--- src/rtl/carry_skip_adder_pipe_pkg.sv ---
// Shared helpers for the pipelined carry-skip adder: block/stage geometry,
// legality check and the per-stage control payload.
package csa_pipe_pkg;

  function automatic int csa_nblk(input int width, input int block);
    return (block > 0) ? width / block : 0;
  endfunction

  function automatic int csa_bps(input int width, input int block, input int stages);
    return (stages > 0) ? csa_nblk(width, block) / stages : 0;
  endfunction

  function automatic bit csa_legal(input int width, input int block, input int stages);
    if (block < 1 || stages < 1 || width < block) return 1'b0;
    if ((width % block) != 0) return 1'b0;
    return (csa_nblk(width, block) % stages) == 0;
  endfunction

  // Carried alongside the partial sum: carry into the next stage plus the
  // operand MSBs needed for the overflow flag at the output.
  typedef struct packed {
    logic carry;
    logic a_msb;
    logic b_msb;
  } csa_ctl_t;

endpackage

--- src/rtl/carry_skip_adder_pipe_if.sv ---
// Stream bundle of the pipelined carry-skip adder; sub exists only when
// CSA_PIPE_SUB_EN is defined.
interface carry_skip_adder_pipe_if #(parameter int WIDTH = 32);
  // Handshake: a beat moves on a rising edge where valid && ready; once valid
  // is raised, it and its payload hold until that edge.
  logic             in_valid;
  logic             in_ready;
  logic [WIDTH-1:0] a;
  logic [WIDTH-1:0] b;
  logic             cin;
`ifdef CSA_PIPE_SUB_EN
  logic             sub;
`endif
  logic             out_valid;
  logic             out_ready;
  logic [WIDTH-1:0] sum;
  logic             cout;
  logic             of;

  modport master (
`ifdef CSA_PIPE_SUB_EN
    output sub,
`endif
    output in_valid, a, b, cin, out_ready,
    input  in_ready, out_valid, sum, cout, of
  );

  modport slave (
`ifdef CSA_PIPE_SUB_EN
    input  sub,
`endif
    input  in_valid, a, b, cin, out_ready,
    output in_ready, out_valid, sum, cout, of
  );
endinterface

--- src/rtl/carry_skip_adder_pipe_skip_block.sv ---
// One BLOCK-bit ripple adder whose carry-out is bypassed by the block
// carry-in whenever every bit propagates.
module csa_skip_block #(
  parameter int BLOCK = 8
) (
  input  logic [BLOCK-1:0] i_a,
  input  logic [BLOCK-1:0] i_b,
  input  logic             i_cin,
  output logic [BLOCK-1:0] o_sum,
  output logic             o_cout
);
  logic [BLOCK-1:0] w_p;
  logic             w_rip;

  assign w_p = i_a ^ i_b;

  always_comb begin
    logic c;
    o_sum = '0;
    c     = i_cin;
    for (int i = 0; i < BLOCK; i++) begin
      o_sum[i] = w_p[i] ^ c;
      c        = (i_a[i] & i_b[i]) | (c & w_p[i]);
    end
    w_rip = c;
  end

  assign o_cout = (&w_p) ? i_cin : w_rip;
endmodule

--- src/rtl/carry_skip_adder_pipe.sv ---
// Pipelined carry-skip adder: stage k sums blocks k*BPS..(k+1)*BPS-1 and
// forwards untouched upper operands. Optional subtract mode: CSA_PIPE_SUB_EN.
module carry_skip_adder_pipe
  import csa_pipe_pkg::*;
#(
  parameter int WIDTH  = 32,
  parameter int BLOCK  = 8,
  parameter int STAGES = 2
) (
  input  logic                    clk,
  input  logic                    rst_n,
  carry_skip_adder_pipe_if.slave  io_bus
);
  localparam int NBLK = csa_nblk(WIDTH, BLOCK);
  localparam int BPS  = csa_bps(WIDTH, BLOCK, STAGES);
  localparam int SW   = BPS * BLOCK;

  if (!csa_legal(WIDTH, BLOCK, STAGES) || NBLK < 1) begin : g_illegal
    $fatal(1, "carry_skip_adder_pipe: WIDTH/BLOCK/STAGES combination is illegal");
  end

  logic             w_sub;
  logic [WIDTH-1:0] w_b_eff;
  logic             w_cin_eff;
  logic [STAGES:0]  w_ready;

`ifdef CSA_PIPE_SUB_EN
  assign w_sub = io_bus.sub;
`else
  assign w_sub = 1'b0;
`endif

  assign w_b_eff         = io_bus.b ^ {WIDTH{w_sub}};
  assign w_cin_eff       = io_bus.cin ^ w_sub;
  assign w_ready[STAGES] = io_bus.out_ready;
  assign io_bus.in_ready = w_ready[0];

  for (genvar k = 0; k < STAGES; k++) begin : g_st
    localparam int LO = k * SW;
    localparam int HI = (k + 1) * SW;

    logic [WIDTH-1:LO] w_src_a;
    logic [WIDTH-1:LO] w_src_b;
    logic              w_vin;
    logic              w_a_msb;
    logic              w_b_msb;
    logic [BPS:0]      w_c;
    logic [SW-1:0]     w_s;
    logic              r_valid;
    csa_ctl_t          r_ctl;
    logic [HI-1:0]     r_sum;

    if (k == 0) begin : g_head
      assign w_src_a = io_bus.a;
      assign w_src_b = w_b_eff;
      assign w_c[0]  = w_cin_eff;
      assign w_vin   = io_bus.in_valid;
      assign w_a_msb = io_bus.a[WIDTH-1];
      assign w_b_msb = w_b_eff[WIDTH-1];
    end else begin : g_tail
      assign w_src_a = g_st[k-1].g_fwd.r_a;
      assign w_src_b = g_st[k-1].g_fwd.r_b;
      assign w_c[0]  = g_st[k-1].r_ctl.carry;
      assign w_vin   = g_st[k-1].r_valid;
      assign w_a_msb = g_st[k-1].r_ctl.a_msb;
      assign w_b_msb = g_st[k-1].r_ctl.b_msb;
    end

    for (genvar j = 0; j < BPS; j++) begin : g_blk
      csa_skip_block #(.BLOCK(BLOCK)) u_blk (
        .i_a    (w_src_a[LO + j*BLOCK +: BLOCK]),
        .i_b    (w_src_b[LO + j*BLOCK +: BLOCK]),
        .i_cin  (w_c[j]),
        .o_sum  (w_s[j*BLOCK +: BLOCK]),
        .o_cout (w_c[j+1])
      );
    end

    // A stage may load when it is empty or its content moves on this edge.
    assign w_ready[k] = !r_valid || w_ready[k+1];

    always_ff @(posedge clk or negedge rst_n) begin
      if (!rst_n) begin
        r_valid <= 1'b0;
        r_ctl   <= '0;
      end else if (w_ready[k]) begin
        r_valid     <= w_vin;
        r_ctl.carry <= w_c[BPS];
        r_ctl.a_msb <= w_a_msb;
        r_ctl.b_msb <= w_b_msb;
      end
    end

    if (k == 0) begin : g_sum0
      always_ff @(posedge clk or negedge rst_n) begin
        if (!rst_n)          r_sum <= '0;
        else if (w_ready[k]) r_sum <= w_s;
      end
    end else begin : g_sumk
      always_ff @(posedge clk or negedge rst_n) begin
        if (!rst_n)          r_sum <= '0;
        else if (w_ready[k]) r_sum <= {w_s, g_st[k-1].r_sum};
      end
    end

    if (k == STAGES - 1) begin : g_out
      assign io_bus.out_valid = r_valid;
      assign io_bus.sum       = r_sum;
      assign io_bus.cout      = r_ctl.carry;
      assign io_bus.of        = (r_ctl.a_msb == r_ctl.b_msb) && (r_sum[WIDTH-1] != r_ctl.a_msb);
    end else begin : g_fwd
      logic [WIDTH-1:HI] r_a;
      logic [WIDTH-1:HI] r_b;
      always_ff @(posedge clk or negedge rst_n) begin
        if (!rst_n) begin
          r_a <= '0;
          r_b <= '0;
        end else if (w_ready[k]) begin
          r_a <= w_src_a[WIDTH-1:HI];
          r_b <= w_src_b[WIDTH-1:HI];
        end
      end
    end
  end
endmodule

--- src/flat_wrapper.sv ---
// flat-port wrapper written by rule: the top's interface ports become plain ports
module carry_skip_adder_pipe_flat import csa_pipe_pkg::*;
#(
  parameter int WIDTH  = 32,
  parameter int BLOCK  = 8,
  parameter int STAGES = 2
)
  (clk, rst_n, io_bus_in_valid, io_bus_a, io_bus_b, io_bus_cin, io_bus_out_ready, io_bus_in_ready, io_bus_out_valid, io_bus_sum, io_bus_cout, io_bus_of);
  carry_skip_adder_pipe_if #(.WIDTH(WIDTH)) io_bus_i ();
  input  logic clk;
  input  logic rst_n;
  input wire logic [$bits(io_bus_i.in_valid)-1:0] io_bus_in_valid;
  input wire logic [$bits(io_bus_i.a)-1:0] io_bus_a;
  input wire logic [$bits(io_bus_i.b)-1:0] io_bus_b;
  input wire logic [$bits(io_bus_i.cin)-1:0] io_bus_cin;
  input wire logic [$bits(io_bus_i.out_ready)-1:0] io_bus_out_ready;
  output wire logic [$bits(io_bus_i.in_ready)-1:0] io_bus_in_ready;
  output wire logic [$bits(io_bus_i.out_valid)-1:0] io_bus_out_valid;
  output wire logic [$bits(io_bus_i.sum)-1:0] io_bus_sum;
  output wire logic [$bits(io_bus_i.cout)-1:0] io_bus_cout;
  output wire logic [$bits(io_bus_i.of)-1:0] io_bus_of;
  assign io_bus_i.in_valid = io_bus_in_valid;
  assign io_bus_i.a = io_bus_a;
  assign io_bus_i.b = io_bus_b;
  assign io_bus_i.cin = io_bus_cin;
  assign io_bus_i.out_ready = io_bus_out_ready;
  assign io_bus_in_ready = io_bus_i.in_ready;
  assign io_bus_out_valid = io_bus_i.out_valid;
  assign io_bus_sum = io_bus_i.sum;
  assign io_bus_cout = io_bus_i.cout;
  assign io_bus_of = io_bus_i.of;
  carry_skip_adder_pipe #(.WIDTH(WIDTH), .BLOCK(BLOCK), .STAGES(STAGES)) u_core (.clk(clk), .rst_n(rst_n), .io_bus(io_bus_i));
endmodule
--- config.mk ---
export PLATFORM = sky130hd
export DESIGN_NAME = carry_skip_adder_pipe_flat
export DESIGN_NICKNAME = d
export VERILOG_FILES = /design/src/rtl/carry_skip_adder_pipe_pkg.sv /design/src/rtl/carry_skip_adder_pipe_if.sv /design/src/rtl/carry_skip_adder_pipe_skip_block.sv /design/src/rtl/carry_skip_adder_pipe.sv /design/src/flat_wrapper.sv
export SDC_FILE = /design/constraint.sdc
export NUM_CORES = 1
export LEC_CHECK = 0
export ABC_AREA = 1
export ABC_CLOCK_PERIOD_IN_PS = 8300
export CORE_ASPECT_RATIO = 1.1
export CORE_MARGIN = 8
export CORE_UTILIZATION = 50
export CTS_BUF_LIST = sky130_fd_sc_hd__clkbuf_4
export CTS_CLUSTER_DIAMETER = 120
export DETAILED_ROUTE_END_ITERATION = 10
export DONT_BUFFER_PORTS = 1
export GPL_ROUTABILITY_DRIVEN = 0
export PLACE_DENSITY = 0.73
export SLEW_MARGIN = 20
export SYNTH_ARGS = -nofsm -noshare
export SYNTH_HDL_FRONTEND = slang
export SYNTH_SLANG_ARGS = --single-unit
--- constraint.sdc ---
create_clock -name clk -period 8.3 [get_ports clk]
set_input_delay 0.415 -clock clk [delete_from_list [all_inputs] [get_ports clk]]
set_output_delay 0.415 -clock clk [all_outputs]
set_load 0.02 [all_outputs]
Yosys cells after proc, flatten, opt, wreduce, memory -nomap -nowiden
Index checks and enable logic that the tools add are counted.
Widths: inputs -> output; s select.
{"block": "op_classes", "n_bitwise": 132, "eq_ne": 2, "mux": 4, "n_reduce_logical": 9}
{"operator": "$and 1x1->1", "count": 64}
{"operator": "$or 1x1->1", "count": 32}
{"operator": "$reduce_and 8->1", "count": 4}
{"operator": "$xor 1x1->1", "count": 32}
{"operator": "$xor 8x8->8", "count": 4}
{"operator": "$mux 1", "count": 4}
{"operator": "$logic_not 1->1", "count": 2}
{"operator": "$logic_or 1x1->1", "count": 2}
{"operator": "$eq 1x1->1", "count": 1}
{"operator": "$logic_and 1x1->1", "count": 1}
{"operator": "$ne 1x1->1", "count": 1}
{"block": "word_totals", "reg_bits": 88, "in_bits": 69, "word_cells": 159, "output_inout_bits": 36}

Longest topological paths before layout
Gate-level depths: netlist of run 1.
{"block": "depth", "ltp_word": 35, "mapped_depth": 28, "mapped_depth_nobuf": 28}

By module
A second synthesis of run 1 with hierarchy kept.
{"block": "hier_totals", "cells_unflattened": 530, "hier_area_um2": 4864.7}
{"mod": "carry_skip_adder_pipe", "seq_area_each_um2": 2152.1, "cells_per_inst": 386, "area_per_inst_um2": 3498.4, "instances": 1}
{"mod": "csa_skip_block", "seq_area_each_um2": 0.0, "cells_per_inst": 36, "area_per_inst_um2": 341.6, "instances": 4}

Least setup slack after synthesis of run 1
No wires, ideal clock.
{"block": "synth_path", "path_kind": "reg2reg", "from": "register u_core.g_st[0].r_ctl[2] in the netlist's numbering", "to": "register u_core.g_st[1].r_sum[31] (netlist: u_core.io_bus.sum[31])", "path_stages_with_launch": 27, "required_ns": 8.217, "path_slack_ns": 1.015, "synth_period_minus_slack_ns": 7.285, "n_path_buf": 0, "t_arrival_ns": 7.202, "setup_time_ns": 0.083, "path_cell_list": "dfrtp_1 > fa_1 > inv_1 > fa_1 > inv_1 > fa_1 > fa_1 > fa_1 > fa_1 > fa_1 > inv_1 > fa_1 > inv_1 > nand2_1 > nand2_1 > fa_1 > inv_1 > fa_1 > inv_1 > fa_1 > fa_1 > fa_1 > fa_1 > fa_1 > inv_1 > fa_1 > o21ai_0"}
{"block": "synth_via", "elab_chain_len": 32}
{"item": "start: declaration", "line": "carry_skip_adder_pipe.sv:50", "text": "csa_ctl_t r_ctl;"}
{"item": "$and 1x1->1", "line": "carry_skip_adder_pipe_skip_block.sv:23", "text": "c = (i_a[i] & i_b[i]) | (c & w_p[i]);"}
{"item": "$or 1x1->1", "line": "carry_skip_adder_pipe_skip_block.sv:23"}
{"item": "$and 1x1->1", "line": "carry_skip_adder_pipe_skip_block.sv:23"}
{"item": "$or 1x1->1", "line": "carry_skip_adder_pipe_skip_block.sv:23"}
{"item": "$and 1x1->1", "line": "carry_skip_adder_pipe_skip_block.sv:23"}
{"item": "$or 1x1->1", "line": "carry_skip_adder_pipe_skip_block.sv:23"}
{"item": "$and 1x1->1", "line": "carry_skip_adder_pipe_skip_block.sv:23"}
{"item": "$or 1x1->1", "line": "carry_skip_adder_pipe_skip_block.sv:23"}
{"item": "(+16 left out)"}
{"item": "$or 1x1->1 (*)", "line": "carry_skip_adder_pipe_skip_block.sv:23"}
{"item": "$and 1x1->1 (*)", "line": "carry_skip_adder_pipe_skip_block.sv:23"}
{"item": "$or 1x1->1 (*)", "line": "carry_skip_adder_pipe_skip_block.sv:23"}
{"item": "$and 1x1->1 (*)", "line": "carry_skip_adder_pipe_skip_block.sv:23"}
{"item": "$or 1x1->1 (*)", "line": "carry_skip_adder_pipe_skip_block.sv:23"}
{"item": "$and 1x1->1 (*)", "line": "carry_skip_adder_pipe_skip_block.sv:23"}
{"item": "$or 1x1->1 (*)", "line": "carry_skip_adder_pipe_skip_block.sv:23"}
{"item": "$xor 1x1->1 (*)", "line": "carry_skip_adder_pipe_skip_block.sv:22", "text": "o_sum[i] = w_p[i] ^ c;"}
{"item": "end signal: assignment", "line": "carry_skip_adder_pipe.sv:102", "text": "else if (w_ready[k]) r_sum <= {w_s, g_st[k-1].r_sum};"}
{"item": "end: declaration", "line": "carry_skip_adder_pipe.sv:51", "text": "logic [HI-1:0] r_sum;"}
Mark *: on every way between the ends. The rest lies on a longest branch, timed or not.
A chain may end at the register's enable or synchronous reset.

Final worst setup path of run 1
Same ends and word-level chain as after synthesis.

==> flow_summary.toml, run 1 <==
[run_status]
outcome = "finished clean"

[clocking]
clockBufferDepth = 2
cts_hold_buf = 2
cts-buffers-inserted = 9
post_cts_buffers = 0
path_clk_slew_ns = 0.13
cts-root-buf = "clkbuf_4"
cts.htree.levels = 3
post_cts_resized = 0
cts_tree = "built"
clock-sinks = 86
clock_latency_ns = 0.42

[global_routing]
grt_pass1_wl_um = 15300
grt_usage = 0.159
gr-total-overflow = 0
grt_start_max_net_pins = 87
grt_antenna_before_repair = 1
grt_pass1_vias = 3141

[route]
wire_per_inst_um = 15.5
viasPerCell = 4.95
drt-pass1-iter-count = 4
vias = 2954
ant_nets = 0
remaining_drc_errors = 0
drtIter0Drc = 93
wl_um = 9230

[sta]
whs_ns = 0.0907
drv_slew = 0
layout_setup_ws_ns = 0.723
period_minus_slack_ns = 7.58
finalSetupViolations = 0
max_freq_mhz = 132
relSlewSlack = 0.314
rsz0062_at_grt = "false"
fin_setup_tns_ns = 0
tightest_slew_ns = 1.03
clock_skew_ns = 0.0195
fin_crit_sh = 0.913
finalHoldViolCount = 0

[yosys]
synth_area_sq_um = 4510
synth_cells = 480
ys_types = 16
yosys_warnings = 0
syn_nets = 613
syn_area_per_cell_sq_um = 9.39
yosysSeqAreaShare = 0.478
ys_ff_latch = 86

[setup_path]
crit_path_max_incr_delay_ns = 0.49
slowest_stage = "fa_1"
crit_fanout = 3
worstPathRequired_ns = 8.64
crit_type = "reg2reg"
critPathLaunchType = "register"
end_kind = "register"
cpMostUsedCell = "fa_1"
path_delay_family = "adder cells"
critical_path_arrival_ns = 7.92
worst-path-buf-inv = 7

[final_layout]
nets = 611
num-fill-cells = 824
syn_to_final_growth_pct = 5.25
mostFrequentLayoutCells = "234 x nand2_1, 86 x dfrtp_1, 37 x inv_1"
final_cells = 597
drive_gt1_frac = 0.0353
final_common_cell = "nand2_1"

[pwr]
p_leak_nw = 2.52
power.density_nw_per_um2 = 221
power_mw = 1.05
irDropWorstVdd_uv = 80.5

[place]
dp_hpwl_um = 6610
dp.cells = 579
pre_cts_slack_ns = 0.647
io_buffers = 0

[die]
die_height_um = 116
rows = 36
core_sq_um = 8830
start_util = 0.510
die_width_um = 107
ioPinCount = 105
dieArea_sq_um = 12300

[min_path]
min_path_type = "in2reg"

[job]
cap_violations = 0
-- flip-flops by register name, indices dropped and copies added, names as in the netlist --
name,flops
u_core.io_bus.cout,1
u_core.io_bus.out_valid,1
u_core.g_st.r_sum,16
u_core.g_st.r_ctl,3
u_core.g_st.g_fwd.r_a,16
u_core.g_st.r_valid,1
u_core.g_st.g_fwd.r_b,16
u_core.io_bus.sum,32
-- logic make-up after synthesis --
logic type,share of synthesized area
simple gates,0.216
flops,0.478
fa+ha+maj,0.231
buf+inv,0.0475
compound gates,0.0278
-- area by class of cell --
| type | instances | area [sq um] | area share |
|---|---|---|---|
| Timing Repair Buffer | 2 | 37.5 | 0.00792 |
| Multi-Input combinational cell | 340 | 2140 | 0.451 |
| Tap cell | 114 | 143 | 0.0301 |
| Clock buffer | 9 | 67.6 | 0.0142 |
| Clock inverter | 6 | 53.8 | 0.0113 |
| Sequential cell | 86 | 2150 | 0.454 |
| Antenna cell | 1 | 2.50 | 0.000528 |
| Inverter | 39 | 146 | 0.0309 |
-- routing by layer --
layer	up-vias	track usage	part of all wire
met3	12	0.0601	0.10
met4	0	0.0808	0.018
li1	1436	-	-
met5	-	0	0
met2	90	0.263	0.49
met1	1416	0.176	0.39
-- cell usage after synthesis --
| library cell | number | area [sq um] |
|---|---|---|
| a21oi_1 | 3 | 15.0 |
| buf_2 | 9 | 45.0 |
| clkbuf_1 | 6 | 22.5 |
| dfrtp_1 | 86 | 2150 |
| fa_1 | 32 | 641 |
| ha_1 | 32 | 400 |
| inv_1 | 37 | 139 |
| inv_2 | 2 | 7.51 |
| nand2_1 | 234 | 878 |
| nand3_1 | 4 | 20.0 |
| nor2_1 | 10 | 37.5 |
| nor2_4 | 1 | 11.3 |
| nor2_8 | 1 | 20.0 |
| o21ai_0 | 12 | 60.1 |
| o21ai_1 | 10 | 50.1 |
| or2_2 | 1 | 6.26 |
-- worst register-to-register path: cells and delay by family (launching register included) --
family	cells	cell delay, ns
compound gates	1	0.18
fa+ha+maj	16	6.26
buf+inv	7	0.49
flops	1	0.44
simple gates	2	0.15
-- worst paths after layout --
path | from | end | slack (ns) | depth (start not counted)
worst min register to register | u_core.g_st[0].r_sum[0]$_DFFE_PN0P_ | u_core.io_bus.sum[0]$_DFFE_PN0P_ | 0.48 | 2
max in group asynchronous | rst_n | u_core.io_bus.sum[4]$_DFFE_PN0P_ | 7.40 | 2
min in group asynchronous | rst_n | u_core.g_st[0].g_fwd.r_b[25]$_DFFE_PN0P_ | 0.54 | 2
worst min-delay path | io_bus_b[20] | u_core.g_st[0].g_fwd.r_b[20]$_DFFE_PN0P_ | 0.09 | 2
worst max register to register | u_core.g_st[0].r_ctl[2]$_DFFE_PN0P_ | u_core.io_bus.sum[31]$_DFFE_PN0P_ | 0.72 | 26
worst max-delay path | u_core.g_st[0].r_ctl[2]$_DFFE_PN0P_ | u_core.io_bus.sum[31]$_DFFE_PN0P_ | 0.72 | 26
-- power by group --
part	internal, mW	total (mW)	leakage (nW)	switching [mW]
Sequential	0.501	0.626	1.03	0.126
Combinational	0.0783	0.201	1.42	0.123
Clock	0.0871	0.222	0.0659	0.135
-- per-stage QoR --
stage | instance area [sq um] | utilization
after floorplan | 4510 | -
after global placement | 4580 | 0.519
after detailed placement | 4580 | 0.519
after CTS | 4740 | 0.537
after global routing | 4740 | 0.537
final | 4740 | 0.537
Power figures use the tool's default switching activity.
==> inputs of run 2 (changes only) <==
- MAX_ROUTING_LAYER: not set -> met4
==> flow_summary.toml, run 2 (same netlist as run 1, synthesis figures left out) <==
[die]
core_sq_um = 8830
rows = 36
ioPinCount = 105
die_height_um = 116
dieArea_sq_um = 12300
start_util = 0.510
die_width_um = 107

[sta]
tightest_slew_ns = 1.03
period_minus_slack_ns = 7.58
drv_slew = 0
fin_setup_tns_ns = 0
finalSetupViolations = 0
max_freq_mhz = 132
relSlewSlack = 0.313
finalHoldViolCount = 0
clock_skew_ns = 0.0195
fin_crit_sh = 0.913
rsz0062_at_grt = "false"

[clocking]
post_cts_resized = 0
cts.htree.levels = 3
path_clk_slew_ns = 0.13
cts_hold_buf = 2
cts_tree = "built"
clock_latency_ns = 0.42
clock-sinks = 86
post_cts_buffers = 0
cts-buffers-inserted = 9
clockBufferDepth = 2
cts-root-buf = "clkbuf_4"

[global_routing]
grt_start_max_net_pins = 87
grt_usage = 0.164
grt_antenna_before_repair = 1
grt_pass1_vias = 3143
grt_pass1_wl_um = 15300
gr-total-overflow = 0

[route]
ant_nets = 0
drtIter0Drc = 99
vias = 2948
wire_per_inst_um = 15.4
wl_um = 9200
remaining_drc_errors = 0
drt-pass1-iter-count = 4
viasPerCell = 4.94

[job]
cap_violations = 0

[setup_path]
crit_path_max_incr_delay_ns = 0.49
r2r_start = "u_core.g_st[0].r_ctl[2]$_DFFE_PN0P_"
slowest_stage = "fa_1"
critPathLaunchType = "register"
worstPathRequired_ns = 8.64
critical_path_arrival_ns = 7.91
crit_type = "reg2reg"
end_kind = "register"
reg2reg_slack_ns = 0.72
crit_fanout = 3
r2r-end = "u_core.io_bus.sum[31]$_DFFE_PN0P_"
cpMostUsedCell = "fa_1"
worst_r2r_path_depth = 26

[final_layout]
drive_gt1_frac = 0.0353
multi_input_area_sq_um = 2140
final_cells = 597
final_common_cell = "nand2_1"
num-fill-cells = 824
nets = 611
syn_to_final_growth_pct = 5.25
largest_reg_flops = 32
regArea_sq_um = 2150
design_area_sq_um = 4740
mostFrequentLayoutCells = "234 x nand2_1, 86 x dfrtp_1, 37 x inv_1"

[min_path]
hold_start = "io_bus_a[21]"
hold_depth = 2
hold_path_end = "u_core.g_st[0].g_fwd.r_a[21]$_DFFE_PN0P_"
min_path_type = "in2reg"

[pwr]
irDropWorstVdd_uv = 80.4
power.density_nw_per_um2 = 221
power_mw = 1.05
p_leak_nw = 2.52

[run_status]
outcome = "finished clean"

[place]
placed_area_sq_um = 4580
dp.cells = 579
io_buffers = 0
dp_hpwl_um = 6610
[run 2: cell counts in the layout (fill, tap and decap cells not counted)]
No cell type changed its count.
[run 2: cell type report]
type,instances,area share
well taps,114,0.0301
diodes,1,0.000528
flip-flops and latches,86,0.454
clock inverters,6,0.0113
inverters,39,0.0309
clock buffers,9,0.0142
repair buffers,2,0.00792
multi-input cells,340,0.451
[run 2: metrics by stage]
step / hold WS (ns) / util / worst slack [ns]
3_3_place_gp: 0.124 / 0.519 / 0.780
6_report: 0.0945 / 0.537 / 0.724
2_1_floorplan: 0.119 / - / 1.01
3_5_place_dp: 0.124 / 0.519 / 0.647
5_1_grt: 0.0538 / 0.537 / 0.227
4_1_cts: 0.0490 / 0.537 / 0.640
[run 2: how the worst max path moves through the flow]
stage	slack (ns)	end	cells past startpoint	start
floorplan	1.01	u_core.io_bus.sum[31]$_DFFE_PN0P_	26	u_core.g_st[0].r_ctl[2]$_DFFE_PN0P_
global placement	0.78	u_core.io_bus.sum[31]$_DFFE_PN0P_	26	u_core.g_st[0].r_ctl[2]$_DFFE_PN0P_
detailed placement	0.65	u_core.io_bus.sum[31]$_DFFE_PN0P_	26	u_core.g_st[0].r_ctl[2]$_DFFE_PN0P_
CTS	0.64	u_core.io_bus.sum[31]$_DFFE_PN0P_	26	u_core.g_st[0].r_ctl[2]$_DFFE_PN0P_
global route	0.23	u_core.io_bus.sum[31]$_DFFE_PN0P_	26	u_core.g_st[0].r_ctl[2]$_DFFE_PN0P_
finish	0.72	u_core.io_bus.sum[31]$_DFFE_PN0P_	26	u_core.g_st[0].r_ctl[2]$_DFFE_PN0P_
[run 2: per-layer routing]
metal	global-route usage	wire, um	vias up
met5	-	0	-
met4	0.0808	184	0
met3	0.0562	893	13
met2	0.264	4440	86
met1	0.179	3680	1414
li1	-	-	1435
[run 2: worst max-delay path: cells and delay by family, from the launching register on]
family,cells,cell delay [ns]
adder cells (fa/ha/maj),16,6.26
buffers and inverters,7,0.49
flip-flops,1,0.44
AO/OA/AOI/OAI,1,0.18
AND/OR/NAND/NOR,2,0.15
[run 2: power by group]
part	leakage, nW	switching (mW)	internal, mW
registers	1.03	0.125	0.501
logic	1.42	0.123	0.0783
clock network	0.0659	0.135	0.0871
